===== src/rtl/jcr_int_ctrl.sv =====
// Memory-mapped interrupt controller for the jacaranda-8 CPU: edge-triggered
// pending bits, per-source masking, fixed-priority arbitration and EOI handshake.
module jcr_int_ctrl #(
  parameter int unsigned NSRC       = 4,
  parameter logic [7:0]  ADDR_VEC0  = 8'd240,
  parameter logic [7:0]  ADDR_EOI   = 8'd244,
  parameter logic [7:0]  ADDR_ISRC  = 8'd245,
  parameter logic [7:0]  ADDR_IPEND = 8'd246,
  parameter logic [7:0]  ADDR_IMASK = 8'd247
) (
  input  logic            clock,
  input  logic            reset,
  input  logic [7:0]      access_addr,
  input  logic [7:0]      w_data,
  input  logic            mem_w_en,
  output logic [7:0]      r_data,
  output logic            r_hit,
  input  logic [NSRC-1:0] irq_src,
  output logic            int_req,
  output logic [7:0]      int_vec,
  output logic            int_en
);

  typedef enum logic [1:0] {IDLE, REQ, SVC} state_t;

  state_t          state_q, state_d;
  logic [NSRC-1:0] imask_q, imask_d;
  logic [NSRC-1:0] ipend_q, ipend_d;
  logic [NSRC-1:0] prev_q;
  logic [NSRC-1:0] rise, elig;
  logic            gie_q, gie_d;
  logic [7:0]      vec_q [NSRC];
  logic [2:0]      sel_q, sel_d;
  logic [7:0]      int_vec_q, int_vec_d;
  logic            wr_eoi, wr_ipend, wr_imask;

  assign rise     = irq_src & ~prev_q;
  assign elig     = ipend_q & imask_q & {NSRC{gie_q}};
  assign wr_eoi   = mem_w_en && (access_addr == ADDR_EOI);
  assign wr_ipend = mem_w_en && (access_addr == ADDR_IPEND);
  assign wr_imask = mem_w_en && (access_addr == ADDR_IMASK);

  always_comb begin
    state_d   = state_q;
    sel_d     = sel_q;
    int_vec_d = int_vec_q;
    case (state_q)
      IDLE: begin
        if (|elig) begin
          state_d = REQ;
          // Scan downward so the lowest eligible index is the last to win.
          for (int unsigned i = NSRC; i > 0; i--) begin
            if (elig[i-1]) begin
              sel_d     = 3'(i-1);
              int_vec_d = vec_q[i-1];
            end
          end
        end
      end
      REQ:     state_d = SVC;
      SVC:     if (wr_eoi) state_d = IDLE;
      default: state_d = IDLE;
    endcase
  end

  always_comb begin
    ipend_d = ipend_q;
    imask_d = imask_q;
    gie_d   = gie_q;
    if (wr_ipend) ipend_d = ipend_d & ~w_data[NSRC-1:0];
    for (int unsigned i = 0; i < NSRC; i++) begin
      if (state_q == REQ && sel_q == 3'(i)) ipend_d[i] = 1'b0;
    end
    // New edges are applied last so a set beats any clear in the same cycle.
    ipend_d = ipend_d | rise;
    if (wr_imask) begin
      imask_d = w_data[NSRC-1:0];
      gie_d   = w_data[7];
    end
  end

  always_ff @(posedge clock) begin
    if (reset) begin
      state_q   <= IDLE;
      imask_q   <= '0;
      gie_q     <= 1'b0;
      ipend_q   <= '0;
      prev_q    <= '0;
      sel_q     <= '0;
      int_vec_q <= '0;
      for (int unsigned i = 0; i < NSRC; i++) vec_q[i] <= '0;
    end else begin
      state_q   <= state_d;
      imask_q   <= imask_d;
      gie_q     <= gie_d;
      ipend_q   <= ipend_d;
      prev_q    <= irq_src;
      sel_q     <= sel_d;
      int_vec_q <= int_vec_d;
      for (int unsigned i = 0; i < NSRC; i++) begin
        if (mem_w_en && access_addr == ADDR_VEC0 + 8'(i)) vec_q[i] <= w_data;
      end
    end
  end

  always_comb begin
    r_hit  = (access_addr >= ADDR_VEC0) && (access_addr <= ADDR_IMASK);
    r_data = '0;
    for (int unsigned i = 0; i < NSRC; i++) begin
      if (access_addr == ADDR_VEC0 + 8'(i)) r_data = vec_q[i];
    end
    case (access_addr)
      ADDR_ISRC:  r_data = {state_q != IDLE, 4'b0000, sel_q};
      ADDR_IPEND: r_data[NSRC-1:0] = ipend_q;
      ADDR_IMASK: begin
        r_data[7]        = gie_q;
        r_data[NSRC-1:0] = imask_q;
      end
      default: ;
    endcase
  end

  assign int_req = (state_q == REQ);
  assign int_en  = (state_q != SVC);
  assign int_vec = int_vec_q;

endmodule


===== config.mk =====
export PLATFORM = sky130hd
export DESIGN_NAME = jcr_int_ctrl
export DESIGN_NICKNAME = d
export VERILOG_FILES = /design/src/rtl/jcr_int_ctrl.sv
export SDC_FILE = /design/constraint.sdc
export NUM_CORES = 1
export LEC_CHECK = 0
export CORE_UTILIZATION = 40
export CTS_CLUSTER_DIAMETER = 200
export DETAILED_ROUTE_END_ITERATION = 8
export MAX_ROUTING_LAYER = met4
export SLEW_MARGIN = 0
export SYNTH_ARGS = -nofsm -noshare
export SYNTH_HDL_FRONTEND = slang
export SYNTH_SLANG_ARGS = --single-unit

===== constraint.sdc =====
create_clock -name clock -period 1.8 [get_ports clock]
set_input_delay 0.18 -clock clock [delete_from_list [all_inputs] [get_ports clock]]
set_output_delay 0.18 -clock clock [all_outputs]
set_load 0.03 [all_outputs]

==> flow_metrics.py <==
metrics = {
    "layout": {
        "finalNetCount": 374,
        "synthesis_to_finish_area_growth_pct": 37.2,
        "drive_gt1_share_pct": 28.2,
        "utilization_pct": 57.8,
        "antenna_cells_inserted": 0,
        "multiInputGateArea_um2": 1390,
        "num-fill-cells": 619,
        "register_area_um2": 1460,
    },
    "synthesis": {
        "syn-mean-instance-area_um2": 11.0,
        "post_syn_nets": 288,
        "post_synthesis_cell_type_with_the_largest_combined_area": "sky130_fd_sc_hd__edfxtp_1",
        "synthDistinctLibCells": 44,
        "mapped_area_um2": 2920,
        "synth-main-ff-cell": "sky130_fd_sc_hd__edfxtp_1",
        "synth_async_sr_flop_share_pct": 0,
        "synth.yosys.seq_area_share_pct": 50.0,
        "synthesis.yosys.warnings": 0,
        "netlist.area_leader.share_pct": 32.9,
        "post_synth_main_area_contributors": "sky130_fd_sc_hd__edfxtp_1 (33%), sky130_fd_sc_hd__dfxtp_1 (17%), sky130_fd_sc_hd__and2_1 (7.7%)",
        "netlist_top_cells_count": "sky130_fd_sc_hd__and2_1 (36), sky130_fd_sc_hd__edfxtp_1 (32), sky130_fd_sc_hd__dfxtp_1 (25), sky130_fd_sc_hd__nand2_1 (16), sky130_fd_sc_hd__nor2_1 (16)",
        "number_of_synthesized_flops_with_an_enable_pin": 32,
        "synth-seq-cells": 57,
        "synth.most_common_cell": "sky130_fd_sc_hd__and2_1",
        "syn-instance-count": 265,
    },
    "clocking": {
        "cts_made_buffers": 9,
        "clkSlewWorstSetupHoldPaths_ps": 70,
        "numClockSinks": 57,
        "htree_num_levels": 3,
        "tritoncts": "done",
        "cell_at_the_root_of_the_clock_tree": "sky130_fd_sc_hd__clkbuf_8",
        "cts_max_path_buffers": 2,
        "clk_latency_ps": 340,
    },
    "power_and_ir_drop": {
        "power.density_nw_per_um2": 739,
        "p_leak_nw": 1.53,
        "vdd_ir_drop_max_v": 0.000399,
    },
    "floorplan": {
        "die_x_um": 87.5,
        "floorplan.initialDensity_pct": 42.1,
        "coreArea_um2": 6940,
        "io_pins": 42,
        "die_height_um": 87.5,
        "core.rowCount": 30,
        "fp.dieArea_um2": 7660,
    },
    "placed_design": {
        "dpl.hpwl_um": 5810,
        "io_buf_count": 41,
        "place_congestion": 0.836,
    },
    "routing": {
        "routed-via-count": 2404,
        "routed_length_per_placed_instance_um": 17.2,
        "detail_route.drc_violations": 0,
        "violation_count_after_the_first_detailed_routing_iteration": 149,
        "routed_wl_um": 7760,
        "residual_antenna_violating_net_count_after_detailed_routing": 0,
        "firstDrtPassIters": 4,
        "routed_via_density": 5.33,
    },
    "timing": {
        "worst_hold_slack_ps": 428,
        "timing.slew.headroom_pct": 66.7,
        "finalWorstSetupSlack_ps": -2.48,
        "fin_crit_sh_pct": 100,
        "achievable_freq_ghz": 0.555,
        "worst_pin_slew_ps": 498,
        "final_max_slew_viol_count": 0,
        "grt_setup_unrepaired": "yes",
        "finClkSkew_ps": 5.91,
        "timing.final.setup_violations": 2,
        "fin_crit_ps": 1800,
        "final-hold-violation-count": 0,
    },
    "setup_path": {
        "cp_data_required_time_ps": 1620,
        "startpoint_of_the_worst_slack_reg_to_reg_timing_path": "imask_q[2]",
        "timing.critical_path.from": "vec_q[2][1]",
        "cp-start-kind": "flip-flop",
        "timing.setup.critical_path_class": "reg2out",
        "cp_capture_type": "primary output",
        "worst_ep_arrival_time_ps": 1620,
        "crit_path_max_fo": 2,
        "r2r_slack_ps": 150,
    },
    "global_routing": {
        "antenna_found_initial": 0,
        "grt_pass1_wl_um": 12400,
        "grt_start_max_net_pins": 20,
        "groute.usage.overall_pct": 23.1,
        "grt_overflow_total": 0,
        "first_global_vias": 2383,
    },
    "outcome": {
        "run_status": "finished with violations",
        "failed_checks": "setup timing",
    },
    "hold_path": {
        "worst_hold_launch": "irq_src[3]",
        "hold_path_class": "in2reg",
    },
    "run": {
        "max-cap-violations": 0,
    },
}
## metal layers
metal | part of all wire (%) | global-route usage, % | vias up | wire, um
li1 | - | - | 1159 | -
met1 | 46 | 31.0 | 1168 | 3570
met2 | 46 | 33.7 | 64 | 3590
met3 | 5.7 | 4.17 | 13 | 444
met4 | 2.1 | 10.9 | 0 | 163
met5 | 0 | - | - | 0
## flip-flops by register name, indices dropped and copies added (netlist names)
signal	count
vec_q	32
int_vec	8
imask_q	4
ipend_q	4
prev_q	4
sel_q	2
state_q	2
gie_q	1
## worst max-delay path: stages, from the launching register on
cell	delay (ps)
sky130_fd_sc_hd__edfxtp_1	430
sky130_fd_sc_hd__mux4_2	520
sky130_fd_sc_hd__nor2_2	110
sky130_fd_sc_hd__nor3_2	50
sky130_fd_sc_hd__buf_4	170
## cell type report
type	instances	share of cell area [%]
Clock buffer	9	3.09
Multi-Input combinational cell	187	34.7
Clock inverter	6	1.75
Inverter	7	0.655
Tap cell	96	2.99
Timing Repair Buffer	89	20.4
Sequential cell	57	36.4
## cells in the final DEF (no fill, tap or decap), types with 2 or more instances in the layout
cell type / count
sky130_fd_sc_hd__buf_4: 49
sky130_fd_sc_hd__nand3b_1: 2
sky130_fd_sc_hd__nor2_1: 14
sky130_fd_sc_hd__o2bb2ai_1: 3
sky130_fd_sc_hd__buf_12: 4
sky130_fd_sc_hd__mux2i_1: 10
sky130_fd_sc_hd__nor3_1: 2
sky130_fd_sc_hd__dfxtp_1: 25
sky130_fd_sc_hd__mux4_2: 8
sky130_fd_sc_hd__buf_2: 2
sky130_fd_sc_hd__dlygate4sd2_1: 3
sky130_fd_sc_hd__a2bb2oi_1: 2
sky130_fd_sc_hd__edfxtp_1: 32
sky130_fd_sc_hd__clkinvlp_4: 3
sky130_fd_sc_hd__and2_1: 35
sky130_fd_sc_hd__clkbuf_8: 9
sky130_fd_sc_hd__a21oi_1: 11
sky130_fd_sc_hd__inv_1: 6
sky130_fd_sc_hd__or2_0: 2
sky130_fd_sc_hd__a221oi_1: 6
sky130_fd_sc_hd__nand3_1: 10
sky130_fd_sc_hd__nand4_1: 4
sky130_fd_sc_hd__a41o_1: 2
sky130_fd_sc_hd__nor2b_1: 4
sky130_fd_sc_hd__nor2_2: 2
sky130_fd_sc_hd__o21bai_1: 2
sky130_fd_sc_hd__nor3_2: 2
sky130_fd_sc_hd__nand2b_1: 5
sky130_fd_sc_hd__a31oi_1: 2
sky130_fd_sc_hd__nor4b_2: 2
sky130_fd_sc_hd__and4b_1: 2
sky130_fd_sc_hd__a211oi_1: 5
sky130_fd_sc_hd__o21ai_0: 9
sky130_fd_sc_hd__clkinv_4: 2
sky130_fd_sc_hd__nand2_1: 16
sky130_fd_sc_hd__a22o_1: 2
sky130_fd_sc_hd__o211ai_1: 3
sky130_fd_sc_hd__clkdlybuf4s50_1: 29
sky130_fd_sc_hd__mux2_2: 7
## timing repair
action                     4_1_cts  5_1_grt
pin swaps                        0        2
resized for setup               35       14
gates cloned                     1        0
setup endpoints to repair        9        6
hold buffers                     0        0
buffers inserted                 4        1
## kinds of logic after synthesis
kind of cell	Yosys count	share of synthesized area (%)
AOI/OAI and AO/OA	52	12.4
buffers and inverters	21	3.12
DFF	57	50.0
muxes	25	12.3
and+or+nand+nor	110	22.2
## power by group
part | internal, mW | switching (mW) | leakage (nW)
clock network | 0.635 | 0.564 | 0.0875
logic | 0.173 | 0.134 | 0.930
registers | 1.42 | 0.0352 | 0.507
total | 2.23 | 0.734 | 1.53
## stage by stage
step | instances | worst slack [ps] | instance area (um^2) | total power [mW] | setup TNS (ps)
floorplan | 265 | -19.6 | 2920 | 1.59 | -39.3
global placement | 430 | -490 | 3750 | 1.77 | -13810
detailed placement | 430 | -495 | 3750 | 1.77 | -14440
CTS | 450 | -81.2 | 3990 | 2.98 | -93.2
global route | 451 | -52.1 | 4010 | 3.07 | -85.4
finish | 451 | -2.48 | 4010 | 2.96 | -2.66
## final timing paths
check | cells after the start | to
setup reg to reg | 4 | int_vec[7]
setup / recovery | 4 | r_data[1]
hold / removal | 3 | ipend_q[3]
hold reg to reg | 2 | int_vec[1]
Power figures use the tool's default switching activity.
